File: src/rtl/audio_pkg.sv
// Shared types and constants for the stereo audio mixer.
// Holds the sample type, the mixer FSM encoding, the fixed-point
// widths used through the mix path and a 24-bit saturation helper.
package audio_pkg;

    localparam int ACC_W     = 26;  // four 24-bit samples summed without overflow
    localparam int SCL_W     = 29;  // accumulator times a gain of up to 8
    localparam int MIX_SHIFT = 5;

    typedef logic signed [23:0] sample_t;

    localparam sample_t SAMPLE_MAX = 24'sh7FFFFF;
    localparam sample_t SAMPLE_MIN = 24'sh800000;

    typedef enum logic [2:0] {
        IDLE,
        ACCUM,
        SCALE,
        FILTER,
        OUTPUT
    } mixer_state_t;

    // Clamp a wide signed value into the 24-bit sample range. The value
    // fits when every bit from the sign down to bit 23 agrees.
    function automatic sample_t sat_sample(input logic signed [SCL_W-1:0] v);
        logic [SCL_W-24:0] hi;
        hi = v[SCL_W-1:23];
        if ((hi == '0) || (hi == '1)) begin
            return v[23:0];
        end else if (v[SCL_W-1]) begin
            return SAMPLE_MIN;
        end else begin
            return SAMPLE_MAX;
        end
    endfunction

endpackage

File: src/rtl/mixer_scale_sat.sv
// Per-side output stage of the mixer: applies the master volume gain
// (vol+1, i.e. 1..8), divides by 32 with an arithmetic shift (floor
// toward minus infinity) and saturates to a 24-bit sample. Purely
// combinational; the mixer registers the result.
module mixer_scale_sat
    import audio_pkg::*;
(
    input  logic signed [ACC_W-1:0] i_acc,
    input  logic [2:0]              i_vol,
    output sample_t                 o_sample
);

    logic signed [SCL_W-1:0] w_acc_ext;
    logic signed [SCL_W-1:0] w_gain;
    logic signed [SCL_W-1:0] w_scaled;
    logic signed [SCL_W-1:0] w_shifted;

    assign w_acc_ext = {{(SCL_W-ACC_W){i_acc[ACC_W-1]}}, i_acc};
    assign w_gain    = $signed({{(SCL_W-4){1'b0}}, ({1'b0, i_vol} + 4'd1)});
    assign w_scaled  = w_acc_ext * w_gain;
    assign w_shifted = w_scaled >>> MIX_SHIFT;
    assign o_sample  = sat_sample(w_shifted);

endmodule

File: src/rtl/audio_mixer.sv
// Stereo mixer for the 4-channel audio unit. On each sample_tick it
// snapshots the channel samples and NR50/NR51 (zeroing the samples when
// NR52[7] is clear), accumulates one channel per cycle into left/right
// sums according to the panning mask, scales/saturates each side and
// offers the pair downstream on a valid/ready handshake. A tick that
// cannot be taken sets the sticky overrun flag.
//
// Optional build macro: AUDIO_MIXER_DC_BLOCK_EN adds a FILTER state that
// runs a per-side DC-blocking high-pass on the scaled sample, adding one
// cycle of latency.
//
// state  | meaning
// -------+-----------------------------------------------------------
// IDLE   | waiting for sample_tick
// ACCUM  | adding channel r_idx (ch1..ch4) into the side accumulators
// SCALE  | volume, shift and saturation of both sides
// FILTER | DC-blocking high-pass (only with AUDIO_MIXER_DC_BLOCK_EN)
// OUTPUT | pair held on out_* until out_ready; a tick on the accepting
//        | edge starts the next mix directly
module audio_mixer
    import audio_pkg::*;
#(
    parameter int CH_W  = 24,
    parameter int OUT_W = 24
) (
    input  logic                    system_clock,
    input  logic                    reset,
    input  logic                    sample_tick,
    input  logic signed [CH_W-1:0]  ch1_wave,
    input  logic signed [CH_W-1:0]  ch2_wave,
    input  logic signed [CH_W-1:0]  ch3_wave,
    input  logic signed [CH_W-1:0]  ch4_wave,
    input  logic [7:0]              NR50,
    input  logic [7:0]              NR51,
    input  logic [7:0]              NR52,
    output logic signed [OUT_W-1:0] out_left,
    output logic signed [OUT_W-1:0] out_right,
    output logic                    out_valid,
    input  logic                    out_ready,
    output logic                    overrun
);

    mixer_state_t r_state;
    mixer_state_t w_state_nxt;

    sample_t                 r_snap [4];
    logic [2:0]              r_vol_l;
    logic [2:0]              r_vol_r;
    logic [7:0]              r_pan;
    logic signed [ACC_W-1:0] r_acc_l;
    logic signed [ACC_W-1:0] r_acc_r;
    logic [1:0]              r_idx;
    sample_t                 r_out_l;
    sample_t                 r_out_r;
    logic                    r_valid;
    logic                    r_overrun;

    logic                    w_hs;
    logic                    w_snap;
    logic                    w_drop;
    sample_t                 w_cur;
    logic signed [ACC_W-1:0] w_cur_ext;
    sample_t                 w_scl_l;
    sample_t                 w_scl_r;
    logic                    w_unused;

    // Reserved register bits carry no function in the mixer.
    assign w_unused = ^{NR52[6:0], NR50[7], NR50[3]};

    assign w_hs      = (r_state == OUTPUT) && r_valid && out_ready;
    assign w_drop    = sample_tick && !w_snap;
    assign w_cur     = r_snap[r_idx];
    assign w_cur_ext = {{(ACC_W-24){w_cur[23]}}, w_cur};

    mixer_scale_sat u_scale_l (
        .i_acc    (r_acc_l),
        .i_vol    (r_vol_l),
        .o_sample (w_scl_l)
    );

    mixer_scale_sat u_scale_r (
        .i_acc    (r_acc_r),
        .i_vol    (r_vol_r),
        .o_sample (w_scl_r)
    );

`ifdef AUDIO_MIXER_DC_BLOCK_EN
    sample_t r_x_l;
    sample_t r_x_r;
    sample_t r_xp_l;
    sample_t r_xp_r;
    sample_t r_yp_l;
    sample_t r_yp_r;
    sample_t w_flt_l;
    sample_t w_flt_r;

    // y = x - x_prev + y_prev - y_prev/256, evaluated at accumulator width.
    function automatic sample_t dc_block(input sample_t x, input sample_t xp, input sample_t yp);
        logic signed [ACC_W-1:0] xe;
        logic signed [ACC_W-1:0] xpe;
        logic signed [ACC_W-1:0] ype;
        logic signed [ACC_W-1:0] y;
        xe  = {{(ACC_W-24){x[23]}}, x};
        xpe = {{(ACC_W-24){xp[23]}}, xp};
        ype = {{(ACC_W-24){yp[23]}}, yp};
        y   = xe - xpe + ype - (ype >>> 8);
        return sat_sample({{(SCL_W-ACC_W){y[ACC_W-1]}}, y});
    endfunction

    assign w_flt_l = dc_block(r_x_l, r_xp_l, r_yp_l);
    assign w_flt_r = dc_block(r_x_r, r_xp_r, r_yp_r);
`endif

    // State register.
    always_ff @(posedge system_clock) begin
        if (reset) begin
            r_state <= IDLE;
        end else begin
            r_state <= w_state_nxt;
        end
    end

    // Next state and snapshot strobe; a tick is only taken in IDLE or on
    // the edge that completes the output handshake.
    always_comb begin
        w_state_nxt = r_state;
        w_snap      = 1'b0;
        case (r_state)
            IDLE: begin
                if (sample_tick) begin
                    w_snap      = 1'b1;
                    w_state_nxt = ACCUM;
                end
            end
            ACCUM: begin
                if (r_idx == 2'd3) begin
                    w_state_nxt = SCALE;
                end
            end
`ifdef AUDIO_MIXER_DC_BLOCK_EN
            SCALE:  w_state_nxt = FILTER;
            FILTER: w_state_nxt = OUTPUT;
`else
            SCALE:  w_state_nxt = OUTPUT;
`endif
            OUTPUT: begin
                if (w_hs) begin
                    if (sample_tick) begin
                        w_snap      = 1'b1;
                        w_state_nxt = ACCUM;
                    end else begin
                        w_state_nxt = IDLE;
                    end
                end
            end
            default: w_state_nxt = IDLE;
        endcase
    end

    // Mix datapath: snapshot, accumulate, scale, optional filter, handshake.
    always_ff @(posedge system_clock) begin
        if (reset) begin
            for (int i = 0; i < 4; i++) begin
                r_snap[i] <= '0;
            end
            r_vol_l   <= '0;
            r_vol_r   <= '0;
            r_pan     <= '0;
            r_acc_l   <= '0;
            r_acc_r   <= '0;
            r_idx     <= '0;
            r_out_l   <= '0;
            r_out_r   <= '0;
            r_valid   <= 1'b0;
            r_overrun <= 1'b0;
`ifdef AUDIO_MIXER_DC_BLOCK_EN
            r_x_l     <= '0;
            r_x_r     <= '0;
            r_xp_l    <= '0;
            r_xp_r    <= '0;
            r_yp_l    <= '0;
            r_yp_r    <= '0;
`endif
        end else begin
            if (w_snap) begin
                r_snap[0] <= NR52[7] ? sample_t'(ch1_wave) : '0;
                r_snap[1] <= NR52[7] ? sample_t'(ch2_wave) : '0;
                r_snap[2] <= NR52[7] ? sample_t'(ch3_wave) : '0;
                r_snap[3] <= NR52[7] ? sample_t'(ch4_wave) : '0;
                r_vol_l   <= NR50[6:4];
                r_vol_r   <= NR50[2:0];
                r_pan     <= NR51;
                r_acc_l   <= '0;
                r_acc_r   <= '0;
                r_idx     <= '0;
            end
            if (r_state == ACCUM) begin
                r_acc_l <= r_acc_l + (r_pan[{1'b1, r_idx}] ? w_cur_ext : '0);
                r_acc_r <= r_acc_r + (r_pan[{1'b0, r_idx}] ? w_cur_ext : '0);
                r_idx   <= r_idx + 2'd1;
            end
            if (r_state == SCALE) begin
`ifdef AUDIO_MIXER_DC_BLOCK_EN
                r_x_l   <= w_scl_l;
                r_x_r   <= w_scl_r;
`else
                r_out_l <= w_scl_l;
                r_out_r <= w_scl_r;
                r_valid <= 1'b1;
`endif
            end
`ifdef AUDIO_MIXER_DC_BLOCK_EN
            if (r_state == FILTER) begin
                r_out_l <= w_flt_l;
                r_out_r <= w_flt_r;
                r_xp_l  <= r_x_l;
                r_xp_r  <= r_x_r;
                r_yp_l  <= w_flt_l;
                r_yp_r  <= w_flt_r;
                r_valid <= 1'b1;
            end
`endif
            if (w_hs) begin
                r_valid <= 1'b0;
            end
            if (w_drop) begin
                r_overrun <= 1'b1;
            end
        end
    end

    assign out_left  = r_out_l;
    assign out_right = r_out_r;
    assign out_valid = r_valid;
    assign overrun   = r_overrun;

endmodule

File: config.mk
export PLATFORM = sky130hd
export DESIGN_NAME = audio_mixer
export DESIGN_NICKNAME = d
export VERILOG_FILES = /design/src/rtl/audio_pkg.sv /design/src/rtl/mixer_scale_sat.sv /design/src/rtl/audio_mixer.sv
export SDC_FILE = /design/constraint.sdc
export NUM_CORES = 1
export LEC_CHECK = 0
export ABC_AREA = 1
export CAP_MARGIN = 20
export CORE_ASPECT_RATIO = 1.2
export CORE_MARGIN = 8
export CORE_UTILIZATION = 50
export CTS_CLUSTER_DIAMETER = 60
export DETAILED_ROUTE_END_ITERATION = 8
export PLACE_DENSITY = 0.75
export SETUP_SLACK_MARGIN = 0.3
export SKIP_LAST_GASP = 1
export SYNTH_ARGS = -nofsm -noshare
export SYNTH_HDL_FRONTEND = slang
export SYNTH_SLANG_ARGS = --single-unit
export TNS_END_PERCENT = 1
File: constraint.sdc
create_clock -name system_clock -period 11.5 [get_ports system_clock]
set_input_delay 2.3 -clock system_clock [delete_from_list [all_inputs] [get_ports system_clock]]
set_output_delay 2.3 -clock system_clock [all_outputs]
set_load 0.005 [all_outputs]
* Word level (Yosys, flattened, before mapping) *
Memory sizes are Yosys's and may differ from the RTL's. A register that Yosys moved wholly into a read port is not among the register bits.
Cells that the tools add are included.

cells by class
  mux-type cells = 38
  reductions and logical operators = 12
  multiply operators = 2
  equality and inequality tests = 9
  order comparisons = 2
  bitwise logic cells = 4
  add/subtract/negate cells = 5

operators by type and width
  cell                 number
  $mux 24              12
  $mux 26              5
  $mul 26x5->29        2
  $add 26x26->26       2
  $eq 6x6->1 const B   2
  $logic_not 6->1      2
  $pmux 3 s4           1
  $mux 1               10
  $mux 3               3
  $add 3x1->4 const B  2
  $mux 2               4
  $ne 2x2->1 const B   3
  $bmux 1 s2           2
  $lt 2x4->1 const B   1
  $lt 3x4->1 const B   1
  $or 1x1->1           4
  $eq 3x1->1 const B   1
  $eq 3x2->1 const B   1
  $eq 3x3->1 const B   1
  $logic_and 1x1->1    3
  $logic_not 3->1      1
  $reduce_and 3->1     1
  $add 2x1->2 const B  1
  $eq 2x2->1 const B   1
  other kinds (5)      6

word-level totals
  memories = 1
  RAM bits = 96
  register bits after elaboration = 121
  output and inout bits = 50

memories
  memory  depth  width  read ports  clocked after memory_dff  write ports  line               RTL
  r_snap  4      24     1           1                         4            audio_mixer.sv:46  sample_t r_snap [4];

* Depth between registers and ports, before layout *
  depth after elaboration = 9
  mapped depth = 26

* By module *
Synthesis repeated with hierarchy kept, for this count alone.

second synthesis, totals
  cells, all modules = 3,142
  area, all modules = 20,801.2 um^2

by module, submodules not included
  module           cells each  times used  area an instance (um^2)  seq. area each (um^2)
  audio_mixer      1,792       1           12,540.8                 5,345.1
  mixer_scale_sat  675         2           4,130.2                  0.0

* Least setup slack after synthesis *
OpenSTA, ideal clock, no wires.

  path kind = input to register
  start point = in out_ready
  end point = mem r_snap[0][0] (netlist bit), enable pin
  arrival time = 4.949 ns
  stages = 5
  path buffers = 1
  data required time = 11.038 ns
  slack = 6.089 ns
  cells stage by stage = nand2_1 -> nand3_1 -> nand4_1 -> buf_4 -> nand2_1

RTL lines
  what                line               RTL
  start: declaration  audio_mixer.sv:39  input logic out_ready,
  end: declaration    audio_mixer.sv:46

* Worst setup path after layout *
  start point = reg r_vol_l[0]
  end point = reg r_out_l[23] (netlist: out_left[23])

between the ends
  word-level cells in the longest chain between the ends = 5
  elaborated cells between the ends (all ways) = 7
  those cells by class = 1 x add/sub; 1 x mul; 1 x eq/ne; 2 x mux; 2 x reduce/logical

RTL lines
  what                                                  line                   RTL
  start: declaration                                    audio_mixer.sv:47      logic [2:0] r_vol_l;
  start signal: assignment                              audio_mixer.sv:190     r_vol_l <= NR50[6:4];
  $add 3x1->4 (*)                                       mixer_scale_sat.sv:19  assign w_gain = $signed({{(SCL_W-4){1'b0}}, ({1'b0, i_vol} + 4'd1)});
  $mul 26x5->29 (*)                                     mixer_scale_sat.sv:20  assign w_scaled = w_acc_ext * w_gain;
  $eq 6x6->1 / $logic_not 6->1 (equally long branches)  audio_pkg.sv:28        if ((hi == '0) || (hi == '1)) begin
  $logic_or 1x1->1                                      audio_pkg.sv:28
  $mux 24 (*)                                           audio_pkg.sv:28
  end signal: assignment                                audio_mixer.sv:207     r_out_l <= w_scl_l;
  end: declaration                                      audio_mixer.sv:53      sample_t r_out_l;

Every way passes the cells marked *; elsewhere a longest branch is shown, timed or not.
A chain may end at the register's enable or synchronous reset.

==> results.yml <==
synthesis:
  synthesis.nets: 3511
  postSynthAreaPerCell_um2: 6.596
  synthTopCellsByArea: "nand2_1, edfxtp_1, inv_1"
  ys_async_sr_fraction_pct: 0
  synth_seq_area_share_pct: 25.91
  syn_inst: 3128
  synth_top_area_share_pct: 14.68
  synth_area_um2: 20630
  synth_cell_type_count: 39
  synth-simple-area-share_pct: 28.85
  synth_xor_area_share_pct: 0.7216
  ys_ff_latch: 219
  synth_largest_area_cell: "nand2_1"
  synth_top_family_by_area: "simple AND/OR/NAND/NOR gates"
  yosys_warnings: 0
  synth_edf_count: 96
  yosys.area_share.adder_pct: 19.34
  synth-compound-area-share_pct: 10.96
  synthFlopType: "dfxtp_1"
  synthMuxAreaShare_pct: 0
routing:
  vias: 19520
  drc_errors: 0
  routedWlPerCell_um: 15.10
  dr.pass1.iters: 6
  ant_nets: 0
  drt_wl_total_um: 57500
  drt-initial-drc-count: 1128
  viasPerCell: 5.125
critical_path:
  crit_top_cell: "nand2_1"
  reg2reg_from: "r_vol_l[0]"
  slowest_stage: "dfxtp_1"
  crit_type: "register to register"
  reg2regPathDepth: 23
  critPathMaxFanout: 26
  end_kind: "register"
  cp.depth: 23
  worstSetupStartpoint: "r_vol_l[0]"
  arrival_ps: 5420
  cp.required_ps: 11950
  reg2reg_slack_ps: 6530
  crit_family: "simple AND/OR/NAND/NOR gates"
  path_buf_inv: 6
  slowest_delay_ps: 600
  worstPathCellList: "ha_1 > inv_1 > nand2_1 > nand2_1 > nor2_1 > ha_1 > fa_1 > inv_1 > fa_1 > inv_1 > ha_1 > nand2_1 > inv_1 > a21oi_1 > nand2_1 > nor2_1 > inv_1 > nand2_1 > nand2_1 > nand2_1 > nand3_1 > nand2_1 > inv_1"
  cp-endpoint: "out_left[23]"
  crit_path_start_kind: "register"
  reg2reg_to: "out_left[23]"
sta:
  finalCritPeriodShare_pct: 43.19
  setup_viol: 0
  worst_pin_slew_ps: 963.8
  slew_headroom_pct: 35.59
  setup-tns-final_ps: 0
  hold_violations: 0
  finalWorstPathRequiredPeriod_ps: 4967
  worst_clock_skew_ps: 8.253
  fmax_mhz: 201.3
  rsz0062_at_grt: "false"
  slew_viol_final: 0
placed_design:
  postPlaceCellArea_um2: 22670
  gp_congestion: 0.9238
  io_buffers: 164
  dp_hpwl_um: 45820
  placed_cells: 3757
flow_run:
  cap_violations: 0
clocking:
  cts_hold_buffers: 0
  insertion_delay_ps: 550
  clk_pin_slew_ps: 70
  cts_max_path_buffers: 3
  cts_buffers: 26
  root_buffer: "clkbuf_16"
  post_cts_resized: 0
  cts_sinks: 219
  cts_tree: "done"
  post-cts-setup-buffers: 0
  cts.htree.levels: 1
grt:
  grt_use_total_pct: 23.49
  grt_pass1_wl_um: 93790
  grt_max_degree: 97
  grt_antenna_before_repair: 0
  grt-ovfl-total: 0
  grt_pass1_vias: 19090
die:
  rows: 81
  fp.dieW_um: 201.4
  initial_utilization_pct: 50.64
  dieArea_um2: 48050
  pin_count: 174
  core_area_um2: 40740
  die_y_um: 238.5
power_and_ir_drop:
  powerDensity_nw_per_um2: 94.60
  p_sw_share_pct: 29.33
  switchingPower_uw: 656.5
  peakVddDrop_mv: 0.1397
  p_leak_uw: 0.01220
  pwr-share-seq_pct: 41.0
  p_total_uw: 2238
  pwr-share-clk_pct: 40.4
  comb_power_share_pct: 18.6
  internal-power_uw: 1582
cells_and_area:
  layout_commonest_cell: "nand2_1"
  final_area_um2: 23660
  final_util_pct: 58.07
  drive_above_1_share_pct: 2.355
  fill_cells: 3949
  final_cell_mix: "nand2_1, inv_1, nor2_1"
  syn_to_final_growth_pct: 14.67
  antennaDiodeCount: 0
  nets: 3632
  finalNonFillerCells: 3808
hold_path:
  hp-class: "register to register"
outcome:
  status: "completed"
[power by group through the flow]
stage          logic [uW]  registers [uW]  clock network (uW)
5_1_grt               455             925                 956
6_report              415             919                 904
2_1_floorplan         256             927                   0
3_3_place_gp          404             933                   0
4_1_cts               413             919                 924
3_5_place_dp          410             935                   0
[synth_stat cells (2+ instances only)]
library cell and count:
ha_1 159, o21bai_1 25, a32o_1 23, clkbuf_1 68
nand3b_1 9, nor4_1 2, xor2_1 13, a21oi_1 196
and2_1 5, buf_6 4, or2_2 13, buf_1 3
o21a_1 25, buf_4 2, dfxtp_1 123, and3_1 2
buf_2 7, nand3_1 158, a21boi_0 4, o21ai_0 101
edfxtp_1 96, inv_1 683, nor3_1 21, a31oi_1 3
a21o_1 8, nand2_1 807, nor2_1 413, nand4_1 36
fa_1 100, o211ai_1 7, xnor2_1 4
[layer usage]
layer	up-vias	global-route usage, %	share of wire (%)
met4	0	10.24	4.4
met3	125	3.741	6.2
met2	592	39.59	46
li1	9941	-	-
met5	-	0	0
met1	8858	29.52	44
[state kept, by name, indices dropped and copies added, names as in the netlist, named ones only]
signal     cells
r_acc_r       26
r_vol_l        3
r_acc_l       26
r_pan          8
r_vol_r        3
r_state        3
r_snap        96
out_right     24
out_valid      1
r_idx          2
out_left      24
overrun        1
[through the flow]
step	setup slack [ps]	hold WS, ps
2_1_floorplan	6089	445.8
3_3_place_gp	6326	457.8
3_5_place_dp	6259	474.0
4_1_cts	6504	490.3
5_1_grt	6097	505.4
6_report	6533	489.8
[how the worst min path moves through the flow]
stage	endpoint	from	slack (ps)	depth (start not counted)
3_3_place_gp	overrun	overrun	460	2
5_1_grt	r_pan[6]	r_pan[6]	510	2
2_1_floorplan	r_pan[0]	r_pan[0]	450	2
4_1_cts	r_pan[6]	r_pan[6]	490	2
6_report	r_pan[6]	r_pan[6]	490	2
3_5_place_dp	overrun	overrun	470	2
[cell type report]
class	instances	area (um^2)	area share (%)
clock inverters	15	236.5	0.9995
well taps	539	674.4	2.850
inverters	685	2572	10.87
clock buffers	33	698.2	2.951
repair buffers	177	1769	7.478
multi-input cells	2140	12360	52.26
flip-flops and latches	219	5345	22.59
[worst reg2reg max path: cells and delay by family (launching register included)]
| kind | cells | cell delay (ps) |
|---|---|---|
| AND/OR/NAND/NOR | 11 | 1860 |
| adder cells (fa/ha/maj) | 5 | 1840 |
| flip-flops | 1 | 600 |
| buffers and inverters | 6 | 350 |
| AO/OA/AOI/OAI | 1 | 230 |
[cells by family (layout without fill, tap and decap cells)]
logic type	after synthesis	in the layout
and+or+nand+nor	1471	1471
buffers and inverters	769	910
AOI/OAI and AO/OA	393	393
adders and majority gates	259	259
DFF	219	219
xor gates and xnor gates	17	17
(Power assumes the default switching activity.)
